[config.mk]
export PLATFORM = sky130hd
export DESIGN_NAME = iter_counter
export DESIGN_NICKNAME = d
export VERILOG_FILES = /design/src/rtl/iter_counter.sv
export SDC_FILE = /design/constraint.sdc
export NUM_CORES = 1
export LEC_CHECK = 0
export BUFFER_PORTS_ARGS = -buffer_cell sky130_fd_sc_hd__buf_2
export CAP_MARGIN = 20
export CORE_MARGIN = 4
export CORE_UTILIZATION = 50
export CTS_BUF_LIST = sky130_fd_sc_hd__clkbuf_16
export CTS_CLUSTER_SIZE = 40
export DETAILED_ROUTE_END_ITERATION = 12
export MAX_ROUTING_LAYER = met4
export PLACE_DENSITY = 0.72
export SYNTH_ARGS = -nofsm -noshare
export SYNTH_HDL_FRONTEND = slang
export SYNTH_SLANG_ARGS = --single-unit
[constraint.sdc]
create_clock -name clk -period 4.7 [get_ports clk]
set_clock_uncertainty 0.05 [all_clocks]
set_input_delay 0.235 -clock clk [delete_from_list [all_inputs] [get_ports clk]]
set_output_delay 0.235 -clock clk [all_outputs]
set_load 0.02 [all_outputs]
[src/rtl/iter_counter.sv]
// iter_counter
//   Up/down iteration counter with a three-state run controller (IDLE, RUN,
//   DONE). Used by controllers that sequence N-iteration loops.
//
//   Handshake: there is no valid/ready pair here. 'start' and 'abort' are
//   single-cycle commands sampled on the rising edge. Priority is
//   rst > abort > start > en. 'en' advances the count only while in RUN.
//
// Ports
//   clk       clock, all state changes on the rising edge
//   rst       synchronous active-high reset
//   start     load init_val, latch dir/mode/init_val/limit, enter RUN
//   abort     return to IDLE, value held
//   en        count enable (RUN only)
//   dir       0 = down, 1 = up (latched at start)
//   mode      00 ONESHOT, 01 RELOAD, 10 FREE, 11 behaves as ONESHOT
//   init_val  start / reload value (latched at start)
//   limit     up-count terminal for ONESHOT/RELOAD (latched at start)
//   value     current count (registered)
//   is_zero   combinational value == 0
//   tc        registered one-cycle terminal-count pulse
//   busy      registered, high while in RUN
//   done      registered, high while in DONE
module iter_counter #(
  parameter int W = 6
) (
  input  logic         clk,
  input  logic         rst,
  input  logic         start,
  input  logic         abort,
  input  logic         en,
  input  logic         dir,
  input  logic [1:0]   mode,
  input  logic [W-1:0] init_val,
  input  logic [W-1:0] limit,
  output logic [W-1:0] value,
  output logic         is_zero,
  output logic         tc,
  output logic         busy,
  output logic         done
);

  typedef enum logic [1:0] {
    S_IDLE = 2'd0,
    S_RUN  = 2'd1,
    S_DONE = 2'd2
  } state_t;

  localparam logic [1:0]   M_RELOAD = 2'b01;
  localparam logic [1:0]   M_FREE   = 2'b10;
  localparam logic [W-1:0] ONE      = {{(W-1){1'b0}}, 1'b1};

  state_t       state;
  state_t       state_nxt;
  logic [W-1:0] value_nxt;
  logic         tc_nxt;

  // Configuration captured at start; later input changes have no effect.
  logic         dir_r;
  logic [1:0]   mode_r;
  logic [W-1:0] init_r;
  logic [W-1:0] limit_r;

  logic [W-1:0] term_val;
  logic [W-1:0] step_val;
  logic         at_term;

  // Terminal value: 0 when counting down; limit (or all-ones in FREE) up.
  always_comb begin
    term_val = '0;
    if (dir_r) begin
      term_val = (mode_r == M_FREE) ? '1 : limit_r;
    end
  end

  // Modulo-2^W step; FREE-mode wrap falls out of this naturally.
  assign step_val = dir_r ? (value + ONE) : (value - ONE);
  assign at_term  = (value == term_val);

  always_comb begin
    state_nxt = state;
    value_nxt = value;
    tc_nxt    = 1'b0;
    if (abort) begin
      state_nxt = S_IDLE;
    end else if (start) begin
      state_nxt = S_RUN;
      value_nxt = init_val;
    end else if (state == S_RUN && en) begin
      if (at_term) begin
        tc_nxt = 1'b1;
        case (mode_r)
          M_RELOAD: value_nxt = init_r;
          M_FREE:   value_nxt = step_val;
          default:  state_nxt = S_DONE;  // ONESHOT and reserved: hold at T
        endcase
      end else begin
        value_nxt = step_val;
      end
    end
  end

  always_ff @(posedge clk) begin
    if (rst) begin
      state   <= S_IDLE;
      value   <= '0;
      tc      <= 1'b0;
      busy    <= 1'b0;
      done    <= 1'b0;
      dir_r   <= 1'b0;
      mode_r  <= 2'b00;
      init_r  <= '0;
      limit_r <= '0;
    end else begin
      state <= state_nxt;
      value <= value_nxt;
      tc    <= tc_nxt;
      busy  <= (state_nxt == S_RUN);
      done  <= (state_nxt == S_DONE);
      if (start && !abort) begin
        dir_r   <= dir;
        mode_r  <= mode;
        init_r  <= init_val;
        limit_r <= limit;
      end
    end
  end

  assign is_zero = (value == '0);

endmodule

==> out/metrics.csv, run 1 <==
metric,value,unit
status,completed,
cts-buffers-inserted,3,
drt_wl_total,4.099,mm
routabilityCongestion,0.9148,
grt_pass1_wl,6.665,mm
critPathTopFamily,compound AO/OA/AOI/OAI gates,
ant_nets,0,
row_count,20,
synth_most_common_cell,nand2_1,
synth_edf_count,0,
synth-seq-cells,26,
cp_common_cell,a311oi_2,
seq_area,520.5,um2
setup_viol,0,
finish.instance_area,0.001842,mm2
ys_warn_count,0,
synth_simple_gate_area_share,26.06,%
worstSkewPairLatency,260,ps
routed_via_density,5.816,
muxShareOfSynthArea,0,%
cellLeakagePower,0.0007221,uW
synth_area_leaders,"dfxtp_1, nand2_1, a21oi_1, ha_1, nand3_1",
cpMaxStageDelayCell,a311oi_2,
numPortBuffers,29,
path_buf_inv,1,
fillers,314,
post_cts_resized,0,
synth_area,0.001618,mm2
synth.avg_cell_area,8.130,um2
cts_sinks,26,
cts_root_buffer,clkbuf_16,
vdd_ir_drop_max,0.1773,mV
nNetsFinal,250,
postCtsHoldBufs,0,
postCtsSetupRepairBufs,0,
async_reset_ff_share,0,%
synthAdderAreaFrac,5.104,%
rsz0062_at_grt,no,
crit_path_start_kind,flop,
synth-main-ff-cell,dfxtp_1,
synth_common_cells,"nand2_1, dfxtp_1, a21oi_1, nand3_1",
htreeDepth,1,
fmax,367.4,MHz
tns,0,ps
cts_tree,built,
vias,1553,
slew_headroom,33.40,%
grt_use_total,20.74,%
finalMaxSlewViolations,0,
wl_per_cell,15.35,um
drc,0,
clk_pin_slew_worst_paths,60,ps
critPathKind,flop to flop,
syn_to_final_growth,13.84,%
tightest_slew,996.9,ps
antenna_found_initial,0,
n_antenna_cell,0,
cp_max_fo,16,
synth_xor_area_share,2.166,%
grt_pass1_vias,1491,
placed_cell_area,0.001763,mm2
start_util,52.56,%
critPathMaxStageDelay,750,ps
die_h,64.88,um
synth_nets,225,
cp.required,4820,ps
num_io_pins,30,
drt_first_pass_iters,4,
worst_ep_arrival_time,2840,ps
synth_top_area_share,32.17,%
finalHoldViolations,0,
synth-compound-area-share,28.85,%
worst_setup_path_end_kind,flop,
drv_cap,0,
synth_top_area_cell,dfxtp_1,
synth_seq_area_share,32.17,%
clockBufferDepth,2,
p_per_area,341.4,mW/mm2
synth_top_family_by_area,compound AO/OA/AOI/OAI gates,
grt_overflow,0,
first_iter_violations,136,
grt_max_degree,22,
min_period,2722,ps
hold_class,input port to flop,
core_area,0.003078,mm2
die_area,0.004209,mm2
die_x,64.88,um
drive_above_1_share,20.63,%
synthCells,199,
fin_crit_sh,57.92,%
cp_cell_sequence,"inv_1, ha_1, o21a_1, o2111ai_4, a311oi_2, a311oi_2, nand3_1, o32ai_2",
multiInputGateArea,0.001006,mm2
ys_types,50,
dpl.hpwl,3.158,mm
-- worst min-delay path, stage by stage --
cell,delay (ps)
buf_2,100
nand2_1,40
a21oi_1,50
-- sequential cells by signal, summed over array words and instances (netlist names) --
signal,count
init_r,6
limit_r,6
value,6
mode_r,2
state,2
busy,1
dir_r,1
done,1
tc,1
-- power breakdown --
part           leakage [uW]  switching [uW]  internal [uW]
registers          0.000212            19.5            233
logic              0.000471             114           76.8
clock network     0.0000385            72.0            114
total              0.000722             206            423
-- cell type report --
class / instances / area share, %
clock buffer: 3 / 4.076
clock inverter: 1 / 0.2038
inverter: 9 / 1.970
multi-input combinational: 155 / 54.62
sequential: 26 / 28.26
tap: 44 / 2.989
timing repair buffer: 29 / 7.880
-- routing by layer --
metal | up-vias | GRT usage (%) | wire length [um]
met5 | - | - | 0
met4 | 0 | 7.916 | 24
met3 | 4 | 3.466 | 275
met2 | 55 | 32.82 | 1936
met1 | 721 | 26.43 | 1862
li1 | 773 | - | -
-- cell usage in the layout, fill, tap and decap left out, drive strengths merged, types with 4 or more instances in the layout --
| master | n |
|---|---|
| o21ai | 7 |
| nand2b | 5 |
| nor3 | 9 |
| a21oi | 23 |
| buf | 29 |
| ha | 5 |
| nand3 | 9 |
| dfxtp | 26 |
| o211ai | 4 |
| a31oi | 6 |
| inv | 9 |
| nor2 | 8 |
| nand2 | 38 |
-- metrics by stage --
stage / cells / total power [uW] / setup WS [ps] / hold WS [ps] / util (%)
2_1_floorplan: 199 / 394.4 / 2552 / 321.0 / -
3_3_place_gp: 263 / 437.3 / 2127 / 396.9 / 57.28
3_5_place_dp: 263 / 444.3 / 1999 / 399.1 / 57.28
4_1_cts: 267 / 631.0 / 1982 / 163.7 / 59.84
5_1_grt: 267 / 663.1 / 1706 / 170.1 / 59.84
6_report: 267 / 628.9 / 1978 / 165.7 / 59.84
-- logic make-up after synthesis --
kind of cell    count (synthesis)
simple gates                   83
compound gates                 62
flops                          26
buf+inv                        18
fa+ha+maj                       6
xor+xnor                        4
-- worst paths after layout --
check | from | end | slack, ps | depth (start not counted)
worst max-delay path | mode_r[0] | value[1] | 1980 | 8
worst min-delay path | limit[3] | limit_r[3] | 170 | 3
worst max register to register | mode_r[0] | value[1] | 1980 | 8
worst min register to register | init_r[3] | init_r[3] | 410 | 2
(Power assumes the default switching activity.)
==> run 2: changes to the inputs <==
clock period = 2.7 ns   (was 4.7 ns; I/O delays follow)
==> run 2 against run 1 <==
Effect of this change: sequential power is 72% higher; flip-flop and latch count did not move; wire length up 1.8%; global-route usage increased by 0.45 points; non-clock buffer count up 4; clock power up 76%; critical endpoint is now tc.
==> out/metrics.csv, run 2 (same netlist as run 1, synthesis figures left out) <==
metric,value,unit,change
min_period,2475,ps,-246.9 ps
critPathLaunch,mode_r[0],,
status,completed,,
drc,0,,unchanged
ant_nets,0,,unchanged
worst_ep_arrival_time,2570,ps,-270 ps
fmax,404.0,MHz,+10%
drive_above_1_share,22.03,%,+1.4 points
tns,0,ps,unchanged
numPortBuffers,29,,unchanged
fin_crit_sh,91.67,%,+34 points
nNetsFinal,254,,+1.6%
die_x,64.88,um,unchanged
grt_pass1_wl,6.913,mm,+3.7%
post_cts_resized,0,,unchanged
vias,1611,,+3.7%
postCtsSetupRepairBufs,0,,unchanged
p_per_area,587.6,mW/mm2,+72%
rsz0062_at_grt,no,,
slew_headroom,60.35,%,+27 points
grt_pass1_vias,1542,,+3.4%
num_io_pins,30,,unchanged
routabilityCongestion,1.012,,+11%
cpMaxStageDelayCell,or3_1,,
mostFrequentLayoutCell,nand2_1,,
critPathMaxStageDelay,390,ps,-360 ps
r2r_slack,220,ps,-1750 ps
vdd_ir_drop_max,0.3853,mV,+120%
finish.instance_area,0.001872,mm2,+1.6%
first_iter_violations,103,,-24%
drt_first_pass_iters,4,,unchanged
finalMaxSlewViolations,0,,unchanged
drt_wl_total,4.172,mm,+1.8%
start_util,52.56,%,unchanged
row_count,20,,unchanged
htreeDepth,1,,unchanged
hold_path_startpoint,limit[1],,
multiInputGateArea,0.001006,mm2,unchanged
worst_setup_path_end_kind,flop,,
worst_slack,224.8,ps,-1753 ps
cp_num_cells,7,,-1
core_area,0.003078,mm2,unchanged
crit_path_start_kind,flop,,
critPathKind,flop to flop,,
tightest_slew,594.8,ps,-402.1 ps
placed_cell_area,0.001793,mm2,+1.7%
die_area,0.004209,mm2,unchanged
r2r_end,tc,,
grt_max_degree,22,,unchanged
clockBufferDepth,2,,unchanged
syn_to_final_growth,15.70,%,
cp_max_fo,16,,unchanged
hold_class,input port to flop,,
final_cell_mix,"nand2_1, buf_2, dfxtp_1",,
cp.required,2790,ps,-2030 ps
cts_tree,built,,
cts_root_buffer,clkbuf_16,,
fillers,295,,-6.1%
grt_use_total,21.19,%,+0.45 points
setup.worst_path.end,tc,,
seq_area,520.5,um2,unchanged
r2r-start,mode_r[0],,
n_antenna_cell,0,,unchanged
critPathTopFamily,simple AND/OR/NAND/NOR gates,,
dpl.hpwl,3.120,mm,-1.2%
cp_cell_sequence,"inv_1, ha_1, or3_1, a2111o_1, and3_4, a31oi_2, nor4b_1",,
cellLeakagePower,0.0007431,uW,+2.9%
worst-r2r-cell-count,7,,-1
finalHoldViolations,0,,unchanged
drv_cap,0,,unchanged
reg_top3,"init_r: 6 flops, limit_r: 6 flops, value: 6 flops",,
setup_viol,0,,unchanged
routed_via_density,5.945,,+2.2%
path_buf_inv,1,,unchanged
pre_cts_ws,279.4,ps,-1719 ps
cts-buffers-inserted,3,,unchanged
grt_overflow,0,,unchanged
cts_sinks,26,,unchanged
antenna_found_initial,0,,unchanged
worstSkewPairLatency,260,ps,about the same
wl_per_cell,15.39,um,+0.28%
die_h,64.88,um,unchanged
postCtsHoldBufs,0,,unchanged
finalPower,1100,uW,+75%
clk_pin_slew_worst_paths,60,ps,about the same
run 2: changes by cell type in the layout (fill, tap and decap cells not counted):
cell	before	now
buf_4	0	4
run 2: worst min-delay path by stage:
stage,end,slack [ps],cells past startpoint
after floorplan,init_r[0],220,2
after global routing,limit_r[4],70,3
after CTS,limit_r[4],60,3
final,limit_r[1],60,3
after detailed placement,limit_r[1],330,3
after global placement,mode_r[1],320,3
run 2: worst reg2reg max path, cell delays in order, from the launching register on:
cell,delay (ps)
dfxtp_1,320
inv_1,50
ha_1,380
or3_1,390
a2111o_1,390
and3_4,220
a31oi_2,230
nor4b_1,340
run 2: per-stage QoR:
stage | cells | hold slack, ps | utilization (%)
6_report | 271 | 56.91 | 60.81
5_1_grt | 271 | 73.75 | 60.81
4_1_cts | 271 | 58.97 | 60.81
3_5_place_dp | 267 | 331.4 | 58.25
3_3_place_gp | 267 | 324.5 | 58.25
2_1_floorplan | 199 | 221.0 | -
run 2: final cells by class:
type	count	area share, %
clock inverters	1	0.2005
flip-flops and latches	26	27.81
clock buffers	3	4.011
inverters	9	1.938
multi-input cells	155	53.74
repair buffers	33	9.358
well taps	44	2.941
run 2: layer usage:
metal / up-vias / global-route usage (%) / share of wire (%)
li1: 779 / - / -
met1: 759 / 27.85 / 46
met2: 64 / 34.87 / 46
met3: 9 / 2.600 / 6.2
met4: 0 / 4.749 / 1.7
met5: - / - / 0
run 2: power by group:
group | internal, uW | leakage, uW | switching (uW) | total (uW)
logic | 139 | 0.000492 | 199 | 337
registers | 405 | 0.000212 | 29.5 | 434
clock network | 198 | 0.0000385 | 130 | 328
total | 742 | 0.000743 | 358 | 1100
